File: src/rtl/ad1_spi_responder.sv
// PMOD AD1 emulator: answers an SPI initiator's CS/SCLK with two MISO streams
// built from parallel samples loaded by the fabric.
module ad1_spi_responder #(
    parameter int SYNC_STAGES = 2,
    parameter int LEAD_ZEROS  = 4,
    parameter int DATA_BITS   = 12
) (
    input  logic                 clk,
    input  logic                 reset_b,
    input  logic                 adc_cs_out,
    input  logic                 adc_sclk,
    output logic                 adc_miso0,
    output logic                 adc_miso1,
    input  logic [DATA_BITS-1:0] sample0_in,
    input  logic [DATA_BITS-1:0] sample1_in,
    input  logic                 sample_load,
    output logic                 busy,
    output logic                 frame_done,
    output logic                 frame_abort,
    output logic                 sample_overrun
);

    localparam int F  = LEAD_ZEROS + DATA_BITS;
    localparam int CW = $clog2(F + 1);

    typedef enum logic [1:0] {
        IDLE,
        SHIFT,
        DONE
    } state_t;

    state_t state, state_n;

    logic [SYNC_STAGES-1:0] cs_sync, sclk_sync;
    logic cs_q, sclk_q;
    logic cs_s, sclk_s;
    logic cs_fall, cs_rise, sclk_fall;

    logic [DATA_BITS-1:0] hold0, hold1;
    logic hold_fresh;

    logic [F-1:0] shift0, shift1, shift0_n, shift1_n;
    logic [CW-1:0] count, count_n;
    logic take, done_n, abort_n;

    // Synchronizers idle high so reset release never looks like an edge
    always_ff @(posedge clk or negedge reset_b) begin
        if (!reset_b) begin
            cs_sync   <= '1;
            sclk_sync <= '1;
            cs_q      <= 1'b1;
            sclk_q    <= 1'b1;
        end else begin
            cs_sync   <= {cs_sync[SYNC_STAGES-2:0], adc_cs_out};
            sclk_sync <= {sclk_sync[SYNC_STAGES-2:0], adc_sclk};
            cs_q      <= cs_s;
            sclk_q    <= sclk_s;
        end
    end

    assign cs_s      = cs_sync[SYNC_STAGES-1];
    assign sclk_s    = sclk_sync[SYNC_STAGES-1];
    assign cs_fall   = cs_q & ~cs_s;
    assign cs_rise   = ~cs_q & cs_s;
    assign sclk_fall = sclk_q & ~sclk_s;

    always_comb begin
        state_n  = state;
        shift0_n = shift0;
        shift1_n = shift1;
        count_n  = count;
        take     = 1'b0;
        done_n   = 1'b0;
        abort_n  = 1'b0;
        unique case (state)
            IDLE: begin
                if (cs_fall) begin
                    shift0_n = {{LEAD_ZEROS{1'b0}}, hold0};
                    shift1_n = {{LEAD_ZEROS{1'b0}}, hold1};
                    count_n  = '0;
                    take     = 1'b1;
                    state_n  = SHIFT;
                end
            end
            SHIFT: begin
                // CS rising beats a coincident SCLK fall
                if (cs_rise) begin
                    abort_n = 1'b1;
                    state_n = IDLE;
                end else if (sclk_fall) begin
                    shift0_n = {shift0[F-2:0], 1'b0};
                    shift1_n = {shift1[F-2:0], 1'b0};
                    count_n  = count + 1'b1;
                    if (count == CW'(F - 1)) begin
                        done_n  = 1'b1;
                        state_n = DONE;
                    end
                end
            end
            DONE: begin
                if (cs_rise) begin
                    state_n = IDLE;
                end
            end
            default: state_n = IDLE;
        endcase
    end

    always_ff @(posedge clk or negedge reset_b) begin
        if (!reset_b) begin
            state  <= IDLE;
            shift0 <= '0;
            shift1 <= '0;
            count  <= '0;
        end else begin
            state  <= state_n;
            shift0 <= shift0_n;
            shift1 <= shift1_n;
            count  <= count_n;
        end
    end

    // A frame consumes the held sample; a coincident load refills it
    always_ff @(posedge clk or negedge reset_b) begin
        if (!reset_b) begin
            hold0          <= '0;
            hold1          <= '0;
            hold_fresh     <= 1'b0;
            sample_overrun <= 1'b0;
        end else begin
            sample_overrun <= sample_load & hold_fresh & ~take;
            if (sample_load) begin
                hold0      <= sample0_in;
                hold1      <= sample1_in;
                hold_fresh <= 1'b1;
            end else if (take) begin
                hold0      <= '0;
                hold1      <= '0;
                hold_fresh <= 1'b0;
            end
        end
    end

    always_ff @(posedge clk or negedge reset_b) begin
        if (!reset_b) begin
            adc_miso0   <= 1'b0;
            adc_miso1   <= 1'b0;
            busy        <= 1'b0;
            frame_done  <= 1'b0;
            frame_abort <= 1'b0;
        end else begin
            adc_miso0   <= (state == SHIFT) & shift0[F-1];
            adc_miso1   <= (state == SHIFT) & shift1[F-1];
            busy        <= (state_n == SHIFT);
            frame_done  <= done_n;
            frame_abort <= abort_n;
        end
    end

endmodule

File: config.mk
export PLATFORM = sky130hd
export DESIGN_NAME = ad1_spi_responder
export DESIGN_NICKNAME = d
export VERILOG_FILES = /design/src/rtl/ad1_spi_responder.sv
export SDC_FILE = /design/constraint.sdc
export NUM_CORES = 1
export LEC_CHECK = 0
export ABC_CLOCK_PERIOD_IN_PS = 1500
export CORE_MARGIN = 4
export CORE_UTILIZATION = 50
export DETAILED_ROUTE_END_ITERATION = 12
export PLACE_DENSITY = 0.72
export SYNTH_ARGS = -nofsm -noshare
export SYNTH_HDL_FRONTEND = slang
export SYNTH_SLANG_ARGS = --single-unit
File: constraint.sdc
create_clock -name clk -period 1.5 [get_ports clk]
set_input_delay 0.3 -clock clk [delete_from_list [all_inputs] [get_ports clk]]
set_output_delay 0.3 -clock clk [all_outputs]
set_load 0.01 [all_outputs]
After elaboration in Yosys (flattened, before gate mapping)
Index checks and enable logic that the tools add are counted.
{"block": "totals", "out_inout_bits": 6, "inputBits": 29, "register_bits": 76, "wordCells": 71}
{"block": "classes", "reduce_logical": 4, "n_eq_ne": 7, "mux": 31, "add_sub_neg": 1, "bitwise": 11}
{"operator": "16-bit 2-to-1 mux", "count": 6}
{"operator": "16-bit case mux with 2 select lines", "count": 2}
{"operator": "12-bit 2-to-1 mux", "count": 3}
{"operator": "5-bit 2-to-1 mux", "count": 3}
{"operator": "1-bit 2-to-1 mux", "count": 10}
{"operator": "2-bit 2-to-1 mux", "count": 5}
{"operator": "5-bit case mux with 2 select lines", "count": 1}
{"operator": "1-bit bitwise AND", "count": 7}
{"operator": "2-bit != test (second input constant)", "count": 3}
{"operator": "2-bit case mux with 3 select lines", "count": 1}
{"operator": "5-bit by 1-bit adder with 5-bit output (second input constant)", "count": 1}
{"operator": "5-bit by 4-bit equality test with 1-bit output (second input constant)", "count": 1}
{"operator": "2-bit by 1-bit equality test with 1-bit output (second input constant)", "count": 2}
{"operator": "1-bit NOT", "count": 4}
{"operator": "4-bit AND reduction", "count": 1}
{"operator": "2-bit nonzero test", "count": 2}
{"operator": "2-bit equality test (second input constant)", "count": 1}
{"operator": "2-bit logical NOT", "count": 1}

Longest topological paths before layout
Gate-level depths: netlist of the first run.
{"block": "logic_depth", "ltp_word": 6, "ltp_mapped": 7, "ltp_nobuf": 6}

Worst setup path after synthesis of the first run
Ideal clock, no wire load.
{"block": "synth_path", "path_kind": "register to register", "start": "register cs_q", "end": "register count[4]", "slack_ps": -166, "setup_time_ps": 121, "n_path_buf": 3, "stages_incl_launch_ff": 8, "arrival_time_ps": 1545, "t_required_ps": 1379, "path_cell_list": "dfstp_2 > nand2b_1 > buf_2 > a31oi_2 > or2_1 > buf_6 > buf_6 > a22o_1"}
{"block": "synth_between", "elab_chain_cells": 4, "word_cells_on_any_way": 6, "cone_classes": "2 x eq/ne; 3 x bitwise; 1 x reduce/logical"}
{"element": "start: declaration", "line_no": "35", "source": "logic cs_q, sclk_q;"}
{"element": "start signal: assignment", "line_no": "56", "source": "cs_q <= cs_s;"}
{"element": "1-bit NOT", "line_no": "64", "source": "assign cs_rise = ~cs_q & cs_s;"}
{"element": "1-bit bitwise AND", "line_no": "64"}
{"element": "2-bit != test (no line)"}
{"element": "4-bit AND reduction (no line) (*)"}
{"element": "end signal: assignment", "line_no": "119", "source": "count <= count_n;"}
{"element": "end: declaration", "line_no": "43", "source": "logic [CW-1:0] count, count_n;"}
Mark *: on every way between the ends. The rest lies on a longest branch, timed or not.
A chain may end at the register's enable or synchronous reset.

Worst setup path after layout of the first run
{"block": "layout_path", "start": "register cs_q", "end": "register shift0[14]"}
{"block": "layout_between", "elab_chain_cells": 4, "word_cells_on_any_way": 6, "cone_classes": "2 x eq/ne; 3 x bitwise; 1 x reduce/logical"}
{"element": "1-bit NOT", "line_no": "64"}
{"element": "1-bit bitwise AND", "line_no": "64"}
{"element": "2-bit != test (no line)"}
{"element": "4-bit AND reduction (no line) (*)"}
{"element": "end signal: assignment", "line_no": "117", "source": "shift0 <= shift0_n;"}
{"element": "end: declaration", "line_no": "42", "source": "logic [F-1:0] shift0, shift1, shift0_n, shift1_n;"}
Marks and branches as above.

==> results of run 1 <==
[cells in the mapped netlist, types with 2 or more instances]
cell / count
nand2_1: 50
nor2_1: 5
dfstp_2: 6
buf_2: 10
dfrtp_1: 70
inv_1: 3
ha_1: 2
and2b_1: 2
and2_1: 2
buf_6: 2
clkbuf_1: 10
mux2i_1: 22
o21ai_0: 22
o21ai_1: 47
a22o_1: 12
nand2b_1: 4
and3_1: 4
nand3_1: 3
[how the worst min path moves through the flow]
stage,start,end,slack [ps]
2_1_floorplan,reset_b,adc_miso0$_DFF_PN0_,4
3_3_place_gp,reset_b,frame_abort$_DFF_PN0_,310
3_5_place_dp,reset_b,frame_abort$_DFF_PN0_,310
4_1_cts,adc_cs_out,cs_sync[0]$_DFF_PN1_,350
5_1_grt,adc_sclk,sclk_sync[0]$_DFF_PN1_,350
6_report,cs_sync[0]$_DFF_PN1_,cs_sync[1]$_DFF_PN1_,360
[layout make-up]
class,instances,share of cell area
Clock buffer,13,0.0447
Clock inverter,3,0.0106
Inverter,3,0.00281
Multi-Input combinational cell,187,0.294
Sequential cell,76,0.477
Tap cell,75,0.0234
Timing Repair Buffer,58,0.148
[cell families (layout without fill, tap and decap cells)]
family / Yosys count / count (layout) / share of synthesized area
xor+xnor: 1 / 1 / 0.00280
buf+inv: 25 / 77 / 0.0388
mux: 23 / 23 / 0.0741
simple gates: 74 / 74 / 0.106
compound gates: 87 / 87 / 0.159
flops: 76 / 76 / 0.611
fa+ha+maj: 2 / 2 / 0.00801
[metal layers]
layer / routed length (um) / vias up / part of all wire / global-route usage
met2: 2880 / 51 / 0.47 / 0.285
met4: 93 / 0 / 0.015 / 0.0751
li1: - / 1087 / - / -
met5: 0 / - / 0 / 0
met3: 274 / 7 / 0.045 / 0.0492
met1: 2900 / 1058 / 0.47 / 0.241
[through the flow]
| step | setup slack (ps) | hold slack (ps) | utilization |
|---|---|---|---|
| floorplan | -127 | 4.41 | - |
| global placement | -134 | 315 | 0.610 |
| detailed placement | -163 | 306 | 0.610 |
| CTS | -119 | 350 | 0.661 |
| global route | -175 | 351 | 0.669 |
| finish | -142 | 357 | 0.669 |
[flip-flops by register name, summed over array words and instances, names as in the netlist, 2 cells and up]
name       cells
count          5
cs_sync        2
hold0         12
hold1         12
sclk_sync      2
shift0        16
shift1        16
state          2
[timing repair]
item,4_1_cts,5_1_grt
buffers inserted,1,2
pin swaps,3,1
setup endpoints to repair,42,62
cloned,3,1
hold buffers,1,0
resized for setup,15,25
endpoints found under the hold margin,70,0
[worst max-delay path: stages, from the launching register on]
cell and delay (ps):
dfstp_2 550, nor3b_4 240, a31oi_4 50, or2_4 290
buf_12 150, a22o_1 230
[report_power, final]
group          internal, mW  total, mW  switching [mW]
Sequential             2.42       2.64           0.215
Combinational         0.534       1.06           0.528
Clock                 0.948       1.68           0.730
==> impl_metrics.env, run 1 <==
export IMPL_syn_nets=319
export IMPL_layout_setup_ws_ps=-142
export IMPL_drtIter0Drc=65
export IMPL_placedInstanceArea_um2=3650
export IMPL_syn_inst=288
export IMPL_yosysWarnings=0
export IMPL_cp_end_kind="register"
export IMPL_path_class="reg -> reg"
export IMPL_crit_end="shift0[14]$_DFFE_PN0P_"
export IMPL_vdd_ir_drop_max_v=0.000706
export IMPL_core_rowCount=28
export IMPL_maxSlewViolCount=0
export IMPL_min_period_over_period=1.09
export IMPL_die_area_um2=7580
export IMPL_grt_max_degree=51
export IMPL_drive_gt1_frac=0.191
export IMPL_path_max_fanout=10
export IMPL_timing_fmax_ghz=0.609
export IMPL_grt_pass1_wl_um=10700
export IMPL_synth_cell_types=30
export IMPL_antenna_found_initial=0
export IMPL_async_flop_share=1.00
export IMPL_gp_routability_congestion=0.769
export IMPL_synth_area_top_cells="dfrtp_1, o21ai_1, mux2i_1"
export IMPL_fillers=463
export IMPL_fin_setup_tns_ps=-2210
export IMPL_fin_area_um2=4010
export IMPL_grt_use_total=0.182
export IMPL_clockBufferDepth=2
export IMPL_violations="negative setup slack"
export IMPL_maxCapViolCount=0
export IMPL_final_cell_mix="dfrtp_1, nand2_1, o21ai_1"
export IMPL_dpl_hpwl_um=3780
export IMPL_num_nets_final=366
export IMPL_cp_startpoint="cs_q$_DFF_PN1_"
export IMPL_grt_remaining_overflow=0
export IMPL_synth_seq_cells=76
export IMPL_coreArea_um2=5990
export IMPL_avgSynthCellArea_um2=10.8
export IMPL_cts_root_buf="clkbuf_8"
export IMPL_synth_area_um2=3120
export IMPL_wl_per_cell_um=14.8
export IMPL_port_buffers=34
export IMPL_synth_ff_type="dfrtp_1"
export IMPL_start_kind="register"
export IMPL_firstDrtPassIters=4
export IMPL_die_width_um=87.0
export IMPL_reg2reg_to="shift0[14]$_DFFE_PN0P_"
export IMPL_synth_edf_count=0
export IMPL_hold_path_class="reg -> reg"
export IMPL_synth_seq_area_share=0.611
export IMPL_reg2reg_depth=5
export IMPL_cts_buffers_inserted=9
export IMPL_fin_crit_ps=1640
export IMPL_worst_slew_pin_slew_ps=397
export IMPL_io_pins=35
export IMPL_synth_top_area_cell="dfrtp_1"
export IMPL_clk_pin_slew_worst_paths_ps=80
export IMPL_start_util=0.522
export IMPL_cts_sinks=76
export IMPL_drcViolationCount=0
export IMPL_crit_required_ps=1720
export IMPL_final_cells=415
export IMPL_final_common_cell="dfrtp_1"
export IMPL_diodes=0
export IMPL_num_vias=2203
export IMPL_clk_latency_ps=340
export IMPL_vias_per_cell=5.31
export IMPL_synthDominantCellAreaShare=0.561
export IMPL_rsz0062_at_grt="yes"
export IMPL_hold_depth=0
export IMPL_final_hold_viol_count=0
export IMPL_outcome="finished with violations"
export IMPL_multi_input_area_um2=1180
export IMPL_htreeDepth=3
export IMPL_final_seq_area_um2=1910
export IMPL_powerDensity_nw_per_um2=1340
export IMPL_grt_pass1_vias=2205
export IMPL_ant_nets=0
export IMPL_maxSlewHeadroom=0.736
export IMPL_p_leak_nw=1.88
export IMPL_wirelength_um=6150
export IMPL_fin_skew_ps=7.05
export IMPL_cts_tree="yes"
export IMPL_r2r_start="cs_q$_DFF_PN1_"
export IMPL_rrSetupSlack_ps=-140
export IMPL_p_total_mw=5.38
export IMPL_area_delta_synth_final_pct=28.2
export IMPL_die_y_um=87.0
export IMPL_crit_arrival_ps=1870
export IMPL_dpl_cell_count=393
export IMPL_setup_viol=42
(Power assumes the default switching activity.)
==> inputs of run 2 (changes only) <==
--- a/config.mk
+++ b/config.mk
@@ -5,11 +5,11 @@
 export SDC_FILE = /design/constraint.sdc
 export NUM_CORES = 1
 export LEC_CHECK = 0
-export ABC_CLOCK_PERIOD_IN_PS = 1500
 export CORE_MARGIN = 4
 export CORE_UTILIZATION = 50
 export DETAILED_ROUTE_END_ITERATION = 12
 export PLACE_DENSITY = 0.72
+export SLEW_MARGIN = 20
 export SYNTH_ARGS = -nofsm -noshare
 export SYNTH_HDL_FRONTEND = slang
 export SYNTH_SLANG_ARGS = --single-unit
==> results of run 2 <==
Same layout as run 1: the final DEF is identical, and so are final timing and power.
==> inputs of run 3 (changes only) <==
--- a/config.mk
+++ b/config.mk
@@ -5,11 +5,11 @@
 export SDC_FILE = /design/constraint.sdc
 export NUM_CORES = 1
 export LEC_CHECK = 0
-export CORE_MARGIN = 4
+export CORE_MARGIN = 8
 export CORE_UTILIZATION = 50
 export DETAILED_ROUTE_END_ITERATION = 12
 export PLACE_DENSITY = 0.72
-export SLEW_MARGIN = 20
+export SLEW_MARGIN = 25
 export SYNTH_ARGS = -nofsm -noshare
 export SYNTH_HDL_FRONTEND = slang
 export SYNTH_SLANG_ARGS = --single-unit
==> impl_metrics.env, run 3 (same netlist as run 1, synthesis figures left out) <==
export IMPL_maxSlewHeadroom=0.789
export IMPL_die_area_um2=9030
export IMPL_fin_skew_ps=7.56
export IMPL_htreeDepth=3
export IMPL_final_cells=421
export IMPL_r2r_start="cs_q$_DFF_PN1_"
export IMPL_fin_setup_tns_ps=-4040
export IMPL_io_pins=35
export IMPL_dpl_cell_count=399
export IMPL_preCtsSetupSlack_ps=-150
export IMPL_crit_arrival_ps=1850
export IMPL_worst_slew_pin_slew_ps=317
export IMPL_largestRegisters="shift0 (16), shift1 (16)"
export IMPL_clk_pin_slew_worst_paths_ps=70
export IMPL_fillers=462
export IMPL_vdd_ir_drop_max_v=0.000721
export IMPL_powerDensity_nw_per_um2=1230
export IMPL_final_core_util=0.697
export IMPL_placedInstanceArea_um2=3700
export IMPL_grt_remaining_overflow=0
export IMPL_setup_viol=57
export IMPL_hold_depth=0
export IMPL_crit_required_ps=1730
export IMPL_firstDrtPassIters=4
export IMPL_area_delta_synth_final_pct=38.4
export IMPL_rsz0062_at_grt="yes"
export IMPL_hold_start="sclk_sync[0]$_DFF_PN1_"
export IMPL_vias_per_cell=5.50
export IMPL_multi_input_area_um2=1420
export IMPL_drtIter0Drc=104
export IMPL_ant_nets=0
export IMPL_grt_max_degree=51
export IMPL_p_total_mw=5.32
export IMPL_grt_pass1_vias=2350
export IMPL_core_rowCount=29
export IMPL_final_common_cell="dfrtp_1"
export IMPL_layout_setup_ws_ps=-121
export IMPL_grt_use_total=0.160
export IMPL_min_to="sclk_sync[1]$_DFF_PN1_"
export IMPL_clk_latency_ps=340
export IMPL_cts_buffers_inserted=9
export IMPL_clockBufferDepth=2
export IMPL_outcome="finished with violations"
export IMPL_path_class="reg -> reg"
export IMPL_port_buffers=34
export IMPL_reg2reg_depth=5
export IMPL_violations="negative setup slack"
export IMPL_cts_tree="yes"
export IMPL_final_cell_mix="dfrtp_1, o21ai_2, clkdlybuf4s50_1"
export IMPL_gp_routability_congestion=0.748
export IMPL_die_y_um=95.0
export IMPL_die_width_um=95.0
export IMPL_rrSetupSlack_ps=-120
export IMPL_timing_fmax_ghz=0.617
export IMPL_dpl_hpwl_um=4000
export IMPL_start_kind="register"
export IMPL_final_seq_area_um2=1910
export IMPL_diodes=0
export IMPL_coreArea_um2=6200
export IMPL_fin_area_um2=4330
export IMPL_num_vias=2316
export IMPL_wl_per_cell_um=16.8
export IMPL_cts_sinks=76
export IMPL_cts_root_buf="clkbuf_8"
export IMPL_path_max_fanout=3
export IMPL_hold_path_class="reg -> reg"
export IMPL_maxCapViolCount=0
export IMPL_min_period_over_period=1.08
export IMPL_antenna_found_initial=0
export IMPL_fin_crit_ps=1620
export IMPL_wirelength_um=7080
export IMPL_start_util=0.504
export IMPL_drcViolationCount=0
export IMPL_p_leak_nw=1.99
export IMPL_hold_slack_ps=358
export IMPL_grt_pass1_wl_um=11200
export IMPL_reg2reg_to="count[0]$_DFFE_PN0P_"
export IMPL_maxSlewViolCount=0
export IMPL_final_hold_viol_count=0
export IMPL_drive_gt1_frac=0.334
export IMPL_num_nets_final=372
export IMPL_cp_end_kind="register"
-- run 3: repair_timing --
item | in CTS | in global routing
endpoints found under the setup margin | 43 | 61
hold buffers | 1 | 0
pin swaps | 2 | 42
hold endpoints to repair | 16 | 0
buffers inserted | 0 | 2
gates cloned | 1 | 4
resized for setup | 12 | 82
-- run 3: how the worst max path moves through the flow --
stage / startpoint / to / slack, ps / depth (start not counted)
floorplan: cs_q$_DFF_PN1_ / count[4]$_DFFE_PN0P_ / -130 / 6
global placement: cs_q$_DFF_PN1_ / shift0[15]$_DFFE_PN0P_ / -100 / 5
detailed placement: cs_q$_DFF_PN1_ / shift0[12]$_DFFE_PN0P_ / -150 / 5
CTS: cs_q$_DFF_PN1_ / count[0]$_DFFE_PN0P_ / -120 / 5
global route: cs_q$_DFF_PN1_ / shift0[2]$_DFFE_PN0P_ / -170 / 6
finish: cs_q$_DFF_PN1_ / count[0]$_DFFE_PN0P_ / -120 / 5
-- run 3: area by class of cell --
| class | count | area share |
|---|---|---|
| Clock buffer | 13 | 0.0367 |
| Timing Repair Buffer | 64 | 0.167 |
| Multi-Input combinational cell | 187 | 0.328 |
| Clock inverter | 1 | 0.00202 |
| Tap cell | 77 | 0.0223 |
| Inverter | 3 | 0.00260 |
| Sequential cell | 76 | 0.441 |
-- run 3: critical path, stage by stage (launching register included) --
cell     delay [ps]
dfstp_2         550
nor3b_4         240
a31oi_4          50
or2_4           270
buf_4           150
mux2_2          250
-- run 3: report_power, final --
group	switching (mW)	total (mW)	leakage, nW	internal, mW
combinational	0.641	1.30	0.943	0.658
clock	0.673	1.35	0.0856	0.678
sequential	0.246	2.67	0.963	2.43
-- run 3: per-layer routing --
layer  wire (um)  track usage
met1        3220        0.210
met2        3480        0.244
met3         223       0.0315
met4         157       0.0884
met5           0            0
